<file path="src/rtl/rra_pkg.sv">
// Definitions shared by the round-robin arbiter (rra) and its requester-side queue,
// so both ends agree on client count, ID width and arbiter state encodings.
package rra_pkg;

    localparam int REQS_DEFAULT = 4;

    // Client ID width; a single client still needs one bit to carry an index.
    function automatic int id_width(input int reqs);
        if (reqs <= 1) begin
            return 1;
        end else begin
            return $clog2(reqs);
        end
    endfunction

    typedef enum logic [2:0] {
        S0 = 3'd0,
        S1 = 3'd1,
        S2 = 3'd2,
        S3 = 3'd3,
        S4 = 3'd4
    } rra_state_e;

endpackage

</file>
<file path="src/rtl/rrq_fifo.sv">
// Single-client synchronous FIFO. Storage is not reset; pointers and count are.
module rrq_fifo #(
    parameter int DW    = 8,
    parameter int DEPTH = 4
) (
    input  logic                       clk,
    input  logic                       rst,
    input  logic                       push,
    input  logic [DW-1:0]              push_data,
    input  logic                       pop,
    output logic [DW-1:0]              head,
    output logic [$clog2(DEPTH):0]     count,
    output logic                       full,
    output logic                       empty
);

    localparam int AW = $clog2(DEPTH);
    localparam int CW = AW + 1;

    logic [DW-1:0] mem_r [DEPTH];
    logic [AW-1:0] wr_ptr_r;
    logic [AW-1:0] rd_ptr_r;
    logic [CW-1:0] count_r;
    logic          wr_en_s;
    logic          rd_en_s;

    // A push while full is dropped regardless of a same-edge pop.
    assign wr_en_s = push && !full;
    assign rd_en_s = pop && !empty;

    assign head  = mem_r[rd_ptr_r];
    assign count = count_r;
    assign full  = (count_r == CW'(DEPTH));
    assign empty = (count_r == {CW{1'b0}});

    // Data storage write port.
    always_ff @(posedge clk) begin
        if (wr_en_s) begin
            mem_r[wr_ptr_r] <= push_data;
        end
    end

    // Pointer and occupancy tracking; pointers wrap naturally at DEPTH.
    always_ff @(posedge clk or negedge rst) begin
        if (!rst) begin
            wr_ptr_r <= {AW{1'b0}};
            rd_ptr_r <= {AW{1'b0}};
            count_r  <= {CW{1'b0}};
        end else begin
            if (wr_en_s) begin
                wr_ptr_r <= wr_ptr_r + AW'(1);
            end
            if (rd_en_s) begin
                rd_ptr_r <= rd_ptr_r + AW'(1);
            end
            case ({wr_en_s, rd_en_s})
                2'b10:   count_r <= count_r + CW'(1);
                2'b01:   count_r <= count_r - CW'(1);
                default: count_r <= count_r;
            endcase
        end
    end

endmodule

</file>
<file path="src/rtl/rra_req_queue.sv">
// Per-client request queues feeding the round-robin arbiter: req from occupancy,
// grant-driven pop into a registered output, and sticky grant-protocol error flags.
module rra_req_queue
    import rra_pkg::*;
#(
    parameter int REQS  = REQS_DEFAULT,
    parameter int DW    = 8,
    parameter int DEPTH = 4
) (
    input  logic                         clk,
    input  logic                         rst,
    input  logic [REQS-1:0]              push,
    input  logic [REQS*DW-1:0]           push_data,
    output logic [REQS-1:0]              full,
    output logic [REQS-1:0]              req,
    input  logic [REQS-1:0]              grant,
    output logic                         out_valid,
    output logic [DW-1:0]                out_data,
    output logic [id_width(REQS)-1:0]    out_id,
    output logic                         err_multi,
    output logic                         err_spurious
);

    localparam int IDW = id_width(REQS);
    localparam int CW  = $clog2(DEPTH) + 1;

    logic [REQS-1:0] pop_s;
    logic [REQS-1:0] empty_s;
    logic [DW-1:0]   head_s  [REQS];
    logic [CW-1:0]   count_s [REQS];
    logic [DW-1:0]   sel_data_s;
    logic [IDW-1:0]  sel_id_s;
    logic            spurious_s;
    logic            multi_s;

    for (genvar g = 0; g < REQS; g++) begin : g_fifo
        rrq_fifo #(
            .DW    (DW),
            .DEPTH (DEPTH)
        ) u_fifo (
            .clk       (clk),
            .rst       (rst),
            .push      (push[g]),
            .push_data (push_data[g*DW +: DW]),
            .pop       (pop_s[g]),
            .head      (head_s[g]),
            .count     (count_s[g]),
            .full      (full[g]),
            .empty     (empty_s[g])
        );
    end

    assign req = ~empty_s;

    // Grant decode: a multi-hot grant pops nothing; a grant to an empty FIFO is flagged.
    always_comb begin
        pop_s      = {REQS{1'b0}};
        sel_data_s = {DW{1'b0}};
        sel_id_s   = {IDW{1'b0}};
        spurious_s = 1'b0;
        multi_s    = 1'b0;
        if ($countones(grant) > 1) begin
            multi_s = 1'b1;
        end else if (grant != {REQS{1'b0}}) begin
            for (int i = 0; i < REQS; i++) begin
                if (grant[i]) begin
                    if (count_s[i] != {CW{1'b0}}) begin
                        pop_s[i]   = 1'b1;
                        sel_data_s = head_s[i];
                        sel_id_s   = IDW'(i);
                    end else begin
                        spurious_s = 1'b1;
                    end
                end else begin
                    pop_s[i] = 1'b0;
                end
            end
        end else begin
            multi_s = 1'b0;
        end
    end

    // Output register and sticky error flags.
    always_ff @(posedge clk or negedge rst) begin
        if (!rst) begin
            out_valid    <= 1'b0;
            out_data     <= {DW{1'b0}};
            out_id       <= {IDW{1'b0}};
            err_multi    <= 1'b0;
            err_spurious <= 1'b0;
        end else begin
            out_valid <= |pop_s;
            if (|pop_s) begin
                out_data <= sel_data_s;
                out_id   <= sel_id_s;
            end else begin
                out_data <= out_data;
                out_id   <= out_id;
            end
            err_multi    <= err_multi | multi_s;
            err_spurious <= err_spurious | spurious_s;
        end
    end

endmodule

</file>
<file path="config.mk">
export PLATFORM = sky130hd
export DESIGN_NAME = rra_req_queue
export DESIGN_NICKNAME = d
export VERILOG_FILES = /design/src/rtl/rra_pkg.sv /design/src/rtl/rrq_fifo.sv /design/src/rtl/rra_req_queue.sv
export SDC_FILE = /design/constraint.sdc
export NUM_CORES = 1
export LEC_CHECK = 0
export CAP_MARGIN = 25
export CORE_MARGIN = 2
export CORE_UTILIZATION = 29
export DETAILED_ROUTE_END_ITERATION = 7
export DONT_BUFFER_PORTS = 1
export PLACE_DENSITY = 0.4
export SYNTH_ARGS = -nofsm -noshare
export SYNTH_HDL_FRONTEND = slang
export SYNTH_SLANG_ARGS = --single-unit
export TNS_END_PERCENT = 1
</file>
<file path="constraint.sdc">
create_clock -name clk -period 2.1 [get_ports clk]
set_clock_uncertainty 0.1 [all_clocks]
set_input_delay 0.315 -clock clk [delete_from_list [all_inputs] [get_ports clk]]
set_output_delay 0.315 -clock clk [all_outputs]
set_load 0.02 [all_outputs]
</file>
## Yosys cells after proc, flatten, opt, wreduce, memory -nomap -nowiden

Memory sizes are Yosys's and may differ from the RTL's.
Cells that the tools add are included.

| storage, ports and cells | value |
|---|---|
| register bits | 41 |
| memory bits (writable) | 128 |
| input bits | 42 |
| logic and storage cells | 137 |
| memories | 4 |

| cells by class | value |
|---|---|
| $add $sub $neg | 19 |
| magnitude comparators | 1 |
| equality and inequality tests | 12 |
| mux-type cells | 51 |
| bitwise operators | 3 |
| reduce and logical (&&, ||, !) cells | 30 |

Memory list:

| memory | words | bits a word | read ports | clocked after memory_dff | wr ports | line | text |
|---|---|---|---|---|---|---|---|
| g_fifo[0].u_fifo.mem_r | 4 | 8 | 1 | 0 | 1 | rrq_fifo.sv:20 | `logic [DW-1:0] mem_r [DEPTH];` |
| g_fifo[1].u_fifo.mem_r | 4 | 8 | 1 | 0 | 1 | rrq_fifo.sv:20 |  |
| g_fifo[2].u_fifo.mem_r | 4 | 8 | 1 | 0 | 1 | rrq_fifo.sv:20 |  |
| g_fifo[3].u_fifo.mem_r | 4 | 8 | 1 | 0 | 1 | rrq_fifo.sv:20 |  |

Operator list:

| kind | number |
|---|---|
| 8-bit two-way mux | 10 |
| 1-bit two-way mux | 29 |
| 3-bit case mux with 2 select lines | 4 |
| 2-bit by 1-bit adder with 2-bit output, second input constant | 8 |
| 3-bit by 1-bit adder with 3-bit output, second input constant | 4 |
| 3-bit equality test, second input constant | 4 |
| 3-bit logical NOT | 4 |
| 2-bit two-way mux | 6 |
| 3-bit nonzero test | 4 |
| 3-bit by 1-bit subtractor with 3-bit output, second input constant | 4 |
| 2-bit by 1-bit equality test with 1-bit output, second input constant | 4 |
| 2-bit equality test, second input constant | 4 |
| 1-bit logical AND | 8 |
| 1-bit logical NOT | 8 |
| 4-bit two-way mux | 2 |
| 2-bit nonzero test | 4 |
| 1-bit by 1-bit adder with 2-bit output | 2 |
| 4-bit inverter | 1 |
| 4-bit nonzero test | 1 |
| 4-bit OR reduction | 1 |
| 2-bit by 2-bit adder with 3-bit output | 1 |
| 3-bit by 1-bit > comparator with 1-bit output, second input constant | 1 |
| 1-bit bitwise OR | 2 |

## Longest topological paths before layout

Gate-level depths: netlist of run 1.

| depth | value |
|---|---|
| depth after elaboration | 12 |
| mapped depth | 11 |

## By module

Synthesis of run 1 repeated with hierarchy kept, for this count alone.

| unflattened totals | value |
|---|---|
| cell total of the unflattened synthesis | 424 |
| area, all modules | 7440.9 um^2 |

By module, submodules not included:

| module | times used | cells an instance | area each (um^2) |
|---|---|---|---|
| rrq_fifo (g_fifo[1].u_fifo ...) | 2 | 79 | 1592.8 |
| rrq_fifo (g_fifo[3].u_fifo) | 1 | 80 | 1591.5 |
| rrq_fifo (g_fifo[0].u_fifo) | 1 | 80 | 1584.0 |
| rra_req_queue | 1 | 106 | 1079.8 |

## Worst setup path before layout of run 1

Ideal clock, no wire load.

| timing path | value |
|---|---|
| path kind | input-to-reg |
| start | input port grant[0] |
| end | register g_fifo[0].u_fifo.count_r[2] |
| library setup time | 79 ps |
| data arrival time | 2418 ps |
| data required time | 1921 ps |
| slack | -498 ps |
| stages | 10 |
| path buffers | 0 |
| cell sequence | fa_1 > a21o_1 > a31o_4 > nor2b_1 > ha_1 > inv_1 > fa_1 > xor2_1 > nor2_1 > xor2_1 |

| between the ends | value |
|---|---|
| word-level cells in the longest chain between the ends | 7 |
| elaborated cells on any way between the ends | 12 |

RTL lines:

| element | line | text |
|---|---|---|
| start: declaration | rra_req_queue.sv:16 | `input logic [REQS-1:0] grant,` |
| 1-bit by 1-bit adder with 2-bit output (implied by the code) | rra_req_queue.sv:62 | `if ($countones(grant) > 1) begin` |
| 2-bit by 2-bit adder with 3-bit output (implied by the code) | rra_req_queue.sv:62 |  |
| 3-bit by 1-bit > comparator with 1-bit output | rra_req_queue.sv:62 |  |
| 4-bit two-way mux (*) | rra_req_queue.sv:62 |  |
| 1-bit logical AND (*) | rrq_fifo.sv:29 | `assign rd_en_s = pop && !empty;` |
| net g_fifo[0].u_fifo.rd_en_s | rrq_fifo.sv:25 | `logic rd_en_s;` |
| 2-bit by 1-bit equality test with 1-bit output or 2-bit equality test (tied branches) | rrq_fifo.sv:56 | `case ({wr_en_s, rd_en_s})` |
| 3-bit case mux with 2 select lines or 2-bit nonzero test (tied branches) | -- |  |
| end signal: assignment | rrq_fifo.sv:57 | `2'b10: count_r <= count_r + CW'(1);` |
| end signal: assignment | rrq_fifo.sv:58 | `2'b01: count_r <= count_r - CW'(1);` |
| end signal: assignment | rrq_fifo.sv:59 | `default: count_r <= count_r;` |
| end: declaration | rrq_fifo.sv:23 | `logic [CW-1:0] count_r;` |

The timed path passes the listed nets; every way through them passes the cells marked *.
A chain may end at the register's enable or synchronous reset.

## Worst setup path after layout of run 1

Same ends and word-level chain as after synthesis.

==> results of run 1 <==
==> layout make-up <==
class / count / share of cell area, %
Timing Repair Buffer: 86 / 8.910
Tap cell: 324 / 4.504
Clock buffer: 19 / 4.921
Inverter: 36 / 1.501
Sequential cell: 169 / 54.14
Clock inverter: 13 / 1.724
Multi-Input combinational cell: 204 / 24.30
==> cell usage after synthesis, types with 2 or more instances <==
cell	n
clkbuf_1	6
or3_1	4
nand3_1	8
a31oi_1	8
nand2_1	18
a21o_1	2
o31a_1	3
and3_1	4
buf_2	2
and2_1	16
a211oi_1	6
nor2_1	9
mux4_2	32
nand2_2	2
clkbuf_2	3
dfrtp_1	41
nor2b_1	5
inv_1	35
buf_6	2
o21ai_2	2
buf_4	6
fa_1	5
edfxtp_1	128
mux2i_1	3
xor2_1	12
o31ai_4	2
o21ai_0	12
ha_1	21
xnor2_1	12
a21oi_2	8
==> through the flow <==
stage | total power [uW] | instances | hold WS (ns)
4_1_cts | 12540 | 847 | 0.09737
3_3_place_gp | 9101 | 781 | -0.07874
5_1_grt | 13170 | 851 | 0.1426
3_5_place_dp | 9179 | 781 | -0.07902
6_report | 12400 | 851 | 0.1183
2_1_floorplan | 7769 | 431 | -0.08059
==> report_power, final <==
part / internal (uW) / switching, uW / total [uW]
sequential: 4530 / 743 / 5270
clock: 1820 / 1370 / 3190
combinational: 1940 / 2000 / 3940
total: 8290 / 4110 / 12400
==> layer usage <==
layer	wire (microns)	up-vias	global-route usage [%]	share of wire [%]
li1	-	1755	-	-
met1	6892	1951	16.37	45
met2	7593	56	20.08	49
met3	689	12	3.473	4.5
met4	172	0	3.741	1.1
met5	0	-	0	0
==> layout by cell type, fill, tap and decap left out, types with 4 or more instances in the layout <==
cell,netlist,routed
buf_12,1,4
fa_2,0,4
dfrtp_1,41,38
edfxtp_1,128,128
inv_1,35,29
ha_1,21,17
or3_1,4,4
xnor2_1,12,12
buf_4,6,47
a31oi_1,8,8
inv_2,1,7
and2_1,16,16
mux4_2,32,32
and3_4,0,4
o21ai_0,12,12
nand3_1,8,8
a21oi_2,8,8
nor2_1,9,7
a211oi_1,6,5
clkbuf_16,0,17
dlygate4sd3_1,0,33
xor2_1,12,12
nand2_1,18,18
inv_6,0,5
==> flip-flops by register name, summed over array words and instances (netlist names) <==
name and flops:
err_multi 1, err_spurious 1, g_fifo.u_fifo.count 12, g_fifo.u_fifo.mem_r 128, g_fifo.u_fifo.rd_ptr_r 8, g_fifo.u_fifo.wr_ptr_r 8, out_data 8, out_id 2
out_valid 1
==> worst max-delay path by stage <==
stage,cells past startpoint,slack [ns],end,start
floorplan,10,-0.37,g_fifo[0].u_fifo.count[2],grant[0]
finish,10,0.04,g_fifo[0].u_fifo.count[2],grant[0]
detailed placement,10,-0.43,g_fifo[0].u_fifo.count[2],grant[0]
CTS,10,-0.01,g_fifo[3].u_fifo.count[2],g_fifo[3].u_fifo.count[0]
global placement,10,-0.38,g_fifo[0].u_fifo.count[2],grant[0]
global route,10,-0.02,g_fifo[3].u_fifo.count[2],g_fifo[3].u_fifo.count[0]
==> cell families after synthesis <==
family	Yosys count	share of synthesized area, %
multiplexers	35	10.35
buffers and inverters	58	3.986
XOR/XNOR	24	2.899
adder cells (fa/ha/maj)	26	5.004
flip-flops	169	67.16
AND/OR/NAND/NOR	67	4.711
AO/OA/AOI/OAI	52	5.885
==> timing repair <==
item,CTS,global route
pin swaps,0,6
resized for setup,5,20
endpoints found under the hold margin,169,0
hold buffers,34,0
buffers inserted,0,4
setup endpoints to repair,3,8
==> worst reg2reg max path: cells and delay by family (launching register included) <==
| family | cells | cell delay [ns] |
|---|---|---|
| AO/OA/AOI/OAI | 4 | 0.69 |
| multiplexers | 1 | 0.55 |
| flip-flops | 1 | 0.39 |
| buffers and inverters | 1 | 0.16 |
==> out/qor.csv, run 1 <==
metric;value;unit
status;finished clean;
Buffers & Inverters on Critical Path;1;
Synth Warn #;0;
Synth Net Count;499;
# diodes;0;
clock transition at the registers of the reported paths;0.07;ns
post-synthesis cell area;0.007251;sq mm
Slowest Stage Delay on Critical Path;0.46;ns
Worst Path Arrival;2.26;ns
Worst Tran Pin Value;0.5020;ns
R2R cell count;6;
Critical-path top delay cell;fa_1;
Clock Root Buffer;clkbuf_16;
Starting Density;29.64;%
Rel. slew slack;66.54;%
first-pass GRT wire length;24040;microns
hold path cells;3;
num rows;57;
hold_sp;grant[1];
worst vdd ir;471.8;uV
maxcap violations;0;
syn avg cell area;16.82;sq um
setup slack after layout;0.04227;ns
final core utilization;36.80;%
Crit path required time;2.30;ns
Post-synth top flop;edfxtp_1;
DRT Pass-1 Iters;4;
register-to-register setup slack;0.10;ns
Startpoint Class;input pin;
clock latency on the worst-skew pair;0.42;ns
RSZ-0062 raised after global routing;yes;
total track usage;12.43;%
Clock Sinks;169;
crit path time final;2.058;ns
number of CTS-inserted buffers;17;
PwrDens;1378;mW/mm^2
Final Hold Vio Count;0;
Post-synth EDFFs;128;
H-tree lvl count;4;
initial antenna violation count;0;
f_max;486.0;MHz
kind of critical path;in2reg;
post-synth top area cell;edfxtp_1;
ys async rst share;24.26;%
GP Congestion;0.7475;
Final HPWL DP;11130;microns
fin. max-slew vios;0;
CTS Buffer Depth;2;
post-synthesis cell count;431;
CP delay by family, top;adder cells;
vias post-DR;3774;
die height;162.1;microns
final setup violation count;0;
sequential area share after synthesis;67.16;%
GRT Residual Overflow;0;
hold path endpoint;err_spurious;
Max Fanout on Critical Path;4;
Worst R2R End;out_data[0];
number of vias per cell;4.435;
Area growth, synth to finish;24.14;%
WL/cell;18.03;microns
Period Utilization, post-route;97.99;%
layout cells sized above 1;31.12;%
number of I/O pins;63;
top post-synthesis cells by area;edfxtp_1 53%, dfrtp_1 14%, mux4_2 9.9%;
Place WS;-0.4284;ns
final instance area;0.009001;sq mm
Layout Nets;582;
post-synthesis register bit count;169;
largest net degree at the start of global routing;42;
Hold Crit Class;in2reg;
core box area;0.02446;sq mm
vias in the first global route;4009;
Fin Setup TNS;0;ns
CP Cell Sequence;fa_1 > a21o_1 > a31o_4 > nor2b_4 > ha_4 > inv_1 > fa_2 > xor2_1 > nor2_1 > xor2_1;
CTS tree;built;
Worst R2R Start;g_fifo[2].u_fifo.rd_ptr_r[0];
# port buffers;0;
Crit. End Element;flop;
Residual DRC;0;
Fillers;2330;
CP most frequent cell;xor2_1;
dpl cell area;0.007958;sq mm
Reg area;0.004873;sq mm
multi-input logic area;0.002187;sq mm
WL final;15350;microns
Antenna Nets Post-Route;0;
top-area cell type share of the netlist area;53.01;%
DIE AREA;0.02628;sq mm
Pleak;0.003301;uW
Synth cell types;44;
DRT iter0 DRCs;206;
die span in x;162.1;microns
Power figures use the tool's default switching activity.
==> inputs of run 2 (changes only) <==
--- a/config.mk
+++ b/config.mk
@@ -5,12 +5,13 @@
 export SDC_FILE = /design/constraint.sdc
 export NUM_CORES = 1
 export LEC_CHECK = 0
+export BUFFER_PORTS_ARGS = -buffer_cell sky130_fd_sc_hd__buf_2
 export CAP_MARGIN = 25
 export CORE_MARGIN = 2
 export CORE_UTILIZATION = 29
 export DETAILED_ROUTE_END_ITERATION = 7
-export DONT_BUFFER_PORTS = 1
-export PLACE_DENSITY = 0.4
+export HOLD_SLACK_MARGIN = 0.1
+export PLACE_DENSITY = 0.42
 export SYNTH_ARGS = -nofsm -noshare
 export SYNTH_HDL_FRONTEND = slang
 export SYNTH_SLANG_ARGS = --single-unit
==> run 2 against run 1 <==
Compared with the run above:
- sequential power fell by 4.0%
- final cell count rose by 8.0%
- combinational power rose by 8.9%
- largest power group unchanged
- core utilization rose by 1.6 points
- largest cell class unchanged
- register-to-register slack got worse by 0.06 ns
- the flow now finishes with violations (negative setup slack)
- clock power rose by 2%
- design area rose by 4.2%
- count of clock-buffer cells in the layout rose by 1
- sequential cell count did not move
- non-clock buffer count rose by 68
- wire length rose by 0.29%
==> out/qor.csv, run 2 (synthesis gave the netlist of run 1 again) <==
metric;value;unit;change
status;finished with violations;;
failing checks;negative setup slack;;
H-tree lvl count;4;;unchanged
CP Launch Point;grant[1];;
Residual DRC;0;;unchanged
Crit. End Element;flop;;
# port buffers;62;;+62
register-to-register setup slack;0.04;ns;-0.06 ns
total track usage;12.62;%;+0.19 points
Worst R2R Start;g_fifo[3].u_fifo.count[1];;
Pleak;0.003589;uW;+8.7%
CP Cell Sequence;buf_2 > fa_1 > a21o_1 > a31o_4 > nor2_4 > ha_4 > inv_1 > fa_2 > xor2_1 > nor2_1 > xor2_1;;
Hold Crit Class;in2reg;;
Worst Path Arrival;2.42;ns;+0.16 ns
Max Fanout on Critical Path;3;;-1
Period Utilization, post-route;103.6;%;+5.6 points
number of I/O pins;63;;unchanged
Buffers & Inverters on Critical Path;2;;+1
first-pass GRT wire length;24190;microns;+0.63%
die span in x;162.1;microns;unchanged
Area growth, synth to finish;29.39;%;
die height;162.1;microns;unchanged
fin cells;919;;+8.0%
kind of critical path;in2reg;;
Slowest Stage Delay on Critical Path;0.45;ns;about the same
Clock Sinks;169;;unchanged
Crit path required time;2.35;ns;+0.05 ns
f_max;459.8;MHz;-5.4%
clock latency on the worst-skew pair;0.43;ns;about the same
crit path time final;2.175;ns;+0.1172 ns
Final Hold Vio Count;0;;unchanged
Worst path depth;11;;+1
# diodes;0;;unchanged
layout cells sized above 1;37.31;%;+6.2 points
final setup violation count;4;;+4
initial antenna violation count;0;;unchanged
num rows;57;;unchanged
DRT Pass-1 Iters;4;;unchanged
Starting Density;29.64;%;unchanged
Fin Setup TNS;-0.2285;ns;-0.2285 ns
PwrDens;1342;mW/mm^2;-2.6%
setup slack after layout;-0.07489;ns;-0.1172 ns
Placed Cells;853;;+9.2%
GP Congestion;0.7563;;+1.2%
hold_sp;push[2];;
number of vias per cell;4.344;;-2.1%
CP most frequent cell;xor2_1;;
RSZ-0062 raised after global routing;yes;;
Startpoint Class;input pin;;
Clock Root Buffer;clkbuf_16;;
max FFs per register;128;;unchanged
vias post-DR;3992;;+5.8%
Reg with most FFs;g_fifo.u_fifo.mem_r;;
Worst Tran Pin Value;0.6118;ns;+0.1099 ns
Layout Nets;650;;+12%
WL final;15390;microns;+0.29%
most used cells in the layout excluding fill and tap cells;128 x edfxtp_1, 61 x buf_2, 51 x buf_4;;
worst setup path endpoint;g_fifo[1].u_fifo.count[2];;
R2R cell count;10;;+4
CTS tree;built;;
maxcap violations;0;;unchanged
CP delay by family, top;adder cells;;
Worst R2R End;g_fifo[3].u_fifo.count[2];;
DIE AREA;0.02628;sq mm;unchanged
core box area;0.02446;sq mm;unchanged
fin. max-slew vios;0;;unchanged
GRT Residual Overflow;0;;unchanged
vias in the first global route;4284;;+6.9%
WL/cell;16.75;microns;-7.1%
worst vdd ir;497.2;uV;+5.4%
largest net degree at the start of global routing;42;;unchanged
Antenna Nets Post-Route;0;;unchanged
Critical-path top delay cell;fa_1;;
Final HPWL DP;11220;microns;+0.83%
Rel. slew slack;59.21;%;-7.3 points
DRT iter0 DRCs;217;;+5.3%
most common cell after layout, fill and taps aside;edfxtp_1;;
Fin Hold WS;0.2746;ns;+0.1563 ns
clock transition at the registers of the reported paths;0.07;ns;about the same
number of CTS-inserted buffers;17;;unchanged
CTS Buffer Depth;2;;unchanged
run 2: cell types whose count changed in the layout (fill, tap and decap cells not counted), sizes merged:
cell / delta
buf: +68
bufinv: +1
clkinvlp: +1
clkbuf: +1
inv: -3
run 2: worst min-delay path by stage:
stage	to	slack [ns]	cells past startpoint
after floorplan	err_multi	-0.08	0
after global placement	g_fifo[1].u_fifo.wr_ptr_r[1]	0.35	2
after detailed placement	g_fifo[1].u_fifo.wr_ptr_r[1]	0.35	2
after CTS	err_multi	0.30	4
after global routing	g_fifo[2].u_fifo.wr_ptr_r[1]	0.29	4
final	g_fifo[2].u_fifo.wr_ptr_r[0]	0.27	4
run 2: final cells by class:
type                            instances  area (sq um)
Fill cell                            2292         15080
Sequential cell                       169          4872
Multi-Input combinational cell        204          2161
Timing Repair Buffer                  154          1190
Clock buffer                           20         456.7
Tap cell                              324         405.4
Clock inverter                         12         161.4
Inverter                               36         135.1
run 2: per-stage QoR:
step	total power [uW]	instance area (sq um)	utilization (%)	worst slack, ns
2_1_floorplan	7769	7296	-	-0.3728
6_report	12590	9382	38.35	-0.07489
3_3_place_gp	9358	8393	34.31	-0.4993
4_1_cts	12820	9358	38.25	-0.05056
5_1_grt	13410	9382	38.35	-0.1722
3_5_place_dp	9478	8393	34.31	-0.5512
run 2: routing by layer:
metal | track usage [%] | part of all wire [%] | vias up
met2 | 21.68 | 51 | 64
met3 | 3.192 | 3.3 | 15
met5 | 0 | 0 | -
li1 | - | - | 1897
met4 | 3.862 | 1.0 | 0
met1 | 15.69 | 45 | 2016
run 2: worst register-to-register path: stages, from the launching register on:
cell     delay (ns)
dfrtp_1        0.39
inv_1          0.07
and3_2         0.26
nor2b_2        0.08
inv_2          0.08
ha_2           0.17
inv_1          0.05
fa_2           0.32
xor2_1         0.15
nor2_1         0.15
xor2_1         0.16
run 2: repair_timing:
action                     CTS  global route
resized for setup            6             9
hold buffers                33             0
setup endpoints to repair    5             7
setup buffers                1             0
hold endpoints to repair   169             0
pin swaps                    3             3
run 2: power by group:
part,switching (uW),internal (uW)
clock network,1290,1950
registers,531,4530
logic,2210,2080
total,4030,8560
==> inputs of run 3 (changes only) <==
==> constraint.sdc (replaced) <==
create_clock -name clk -period 2.1 [get_ports clk]
set_clock_uncertainty 0.1 [all_clocks]
set_input_delay 0.42 -clock clk [delete_from_list [all_inputs] [get_ports clk]]
set_output_delay 0.42 -clock clk [all_outputs]
set_load 0.02 [all_outputs]
==> run 3 against run 2 <==
Compared with the run above:
- the run still ends with negative setup slack left
- global-route usage fell by 0.33 points
- hold slack got worse by 0.15 ns
- critical path depth is the same
- critical path type unchanged
==> out/qor.csv, run 3 (synthesis gave the netlist of run 1 again) <==
metric;value;unit;change
number of vias per cell;4.384;;+0.92%
Fillers;2288;;-0.17%
PwrDens;1412;mW/mm^2;+5.3%
Slowest Stage Delay on Critical Path;0.47;ns;+0.02 ns
clock transition at the registers of the reported paths;0.07;ns;about the same
Area growth, synth to finish;28.56;%;
Starting Density;29.64;%;unchanged
H-tree lvl count;4;;unchanged
core box area;0.02446;sq mm;unchanged
Worst Tran Pin Value;0.4614;ns;-0.1504 ns
first-pass GRT wire length;23760;microns;-1.8%
max FFs per register;128;;unchanged
die height;162.1;microns;unchanged
Final Hold Vio Count;0;;unchanged
Hold Crit Class;in2reg;;
crit path time final;2.266;ns;+0.09150 ns
DRT Pass-1 Iters;4;;unchanged
register-to-register setup slack;-0.01;ns;-0.05 ns
maxcap violations;0;;unchanged
Residual DRC;0;;unchanged
WL final;15160;microns;-1.5%
die span in x;162.1;microns;unchanged
Crit path required time;2.34;ns;about the same
hold path endpoint;g_fifo[3].u_fifo.mem_r[1][0];;
Clock Sinks;169;;unchanged
Final HPWL DP;11070;microns;-1.3%
CP most frequent cell;xor2_1;;
Critical-path top delay cell;fa_1;;
GRT Residual Overflow;0;;unchanged
Worst R2R End;g_fifo[3].u_fifo.count[2];;
setup slack after layout;-0.1664;ns;-0.09150 ns
clock latency on the worst-skew pair;0.41;ns;-0.02 ns
# diodes;0;;unchanged
Crit. End Element;flop;;
largest net degree at the start of global routing;42;;unchanged
number of I/O pins;63;;unchanged
failing checks;negative setup slack;;
Worst Path Arrival;2.50;ns;+0.08 ns
final instance area;0.009321;sq mm;-0.64%
status;finished with violations;;
Clock Root Buffer;clkbuf_16;;
final core utilization;38.11;%;-0.25 points
worst vdd ir;531.3;uV;+6.9%
dpl cell area;0.008421;sq mm;+0.33%
Rel. slew slack;69.24;%;+10 points
most common cell after layout, fill and taps aside;edfxtp_1;;
GP Congestion;0.7606;;+0.57%
CTS Buffer Depth;2;;unchanged
CTS tree;built;;
Layout Nets;630;;-3.1%
num rows;57;;unchanged
vias in the first global route;4224;;-1.4%
Antenna Nets Post-Route;0;;unchanged
Fin Hold WS;0.1220;ns;-0.1526 ns
fin. max-slew vios;0;;unchanged
Startpoint Class;input pin;;
DIE AREA;0.02628;sq mm;unchanged
Period Utilization, post-route;107.9;%;+4.4 points
hold path cells;1;;-3
RSZ-0062 raised after global routing;yes;;
kind of critical path;in2reg;;
R2R cell count;10;;unchanged
vias post-DR;3941;;-1.3%
most used cells in the layout excluding fill and tap cells;128 x edfxtp_1, 60 x buf_2, 51 x buf_4;;
final setup violation count;6;;+2
Reg with most FFs;g_fifo.u_fifo.mem_r;;
DRT iter0 DRCs;312;;+44%
CP Cell Sequence;buf_6 > fa_1 > a21o_1 > a31o_4 > nor2b_4 > ha_4 > inv_2 > fa_2 > xor2_1 > nor2_1 > xor2_1;;
total track usage;12.28;%;-0.33 points
Fin Setup TNS;-0.5413;ns;-0.3128 ns
layout cells sized above 1;38.96;%;+1.6 points
f_max;441.2;MHz;-4.0%
hold_sp;push_data[24];;
Pleak;0.003576;uW;-0.36%
Max Fanout on Critical Path;3;;unchanged
# port buffers;62;;unchanged
WL/cell;16.86;microns;+0.66%
number of CTS-inserted buffers;17;;unchanged
Worst R2R Start;g_fifo[3].u_fifo.count[1];;
Setup Buffers After CTS;0;;-1
initial antenna violation count;2;;+2
[run 3: per-stage QoR]
step,cells,total power [uW],worst slack (ns)
CTS,899,13400,-0.1349
finish,899,13170,-0.1664
global placement,855,9357,-0.6032
global route,899,13960,-0.2345
floorplan,431,7769,-0.4778
detailed placement,855,9474,-0.6691
[run 3: worst max path at each step]
stage / startpoint / end / slack [ns] / cells past startpoint
2_1_floorplan: grant[0] / g_fifo[0].u_fifo.count[2] / -0.48 / 10
3_3_place_gp: grant[0] / g_fifo[0].u_fifo.count[2] / -0.60 / 11
3_5_place_dp: grant[0] / g_fifo[3].u_fifo.count[2] / -0.67 / 11
4_1_cts: grant[0] / g_fifo[0].u_fifo.count[2] / -0.13 / 11
5_1_grt: grant[0] / g_fifo[0].u_fifo.count[2] / -0.23 / 11
6_report: grant[0] / g_fifo[0].u_fifo.count[2] / -0.17 / 11
[run 3: power breakdown]
group	internal (uW)	total, uW	switching, uW	leakage [uW]
combinational	2070	4280	2210	0.00157
clock	2510	3820	1310	0.000357
sequential	4530	5070	538	0.00165
total	9100	13200	4060	0.00358
[run 3: layout make-up]
cell class	instances	area, sq um	share of cell area [%]
Sequential cell	169	4872	52.27
Multi-Input combinational cell	204	2171	23.29
Timing Repair Buffer	134	1006	10.79
Clock buffer	17	425.4	4.564
Tap cell	324	405.4	4.349
Clock inverter	15	306.5	3.289
Inverter	36	135.1	1.450
[run 3: timing repair]
action                     in CTS  in global routing
hold buffers                   12                  0
resized for setup              12                  5
hold endpoints to repair       82                  0
pin swaps                       5                  2
gates cloned                    0                  0
setup endpoints to repair       8                  9
[run 3: critical path: cells and delay by family]
kind	cells	cell delay [ns]
buf+inv	2	0.13
simple gates	2	0.26
compound gates	2	0.47
xor+xnor	2	0.29
fa+ha+maj	3	0.93
[run 3: metal layers]
layer | global-route usage [%] | wire length, microns
met1 | 15.64 | 6705
met2 | 20.58 | 7642
met3 | 3.396 | 610
met4 | 3.540 | 167
met5 | 0 | 30
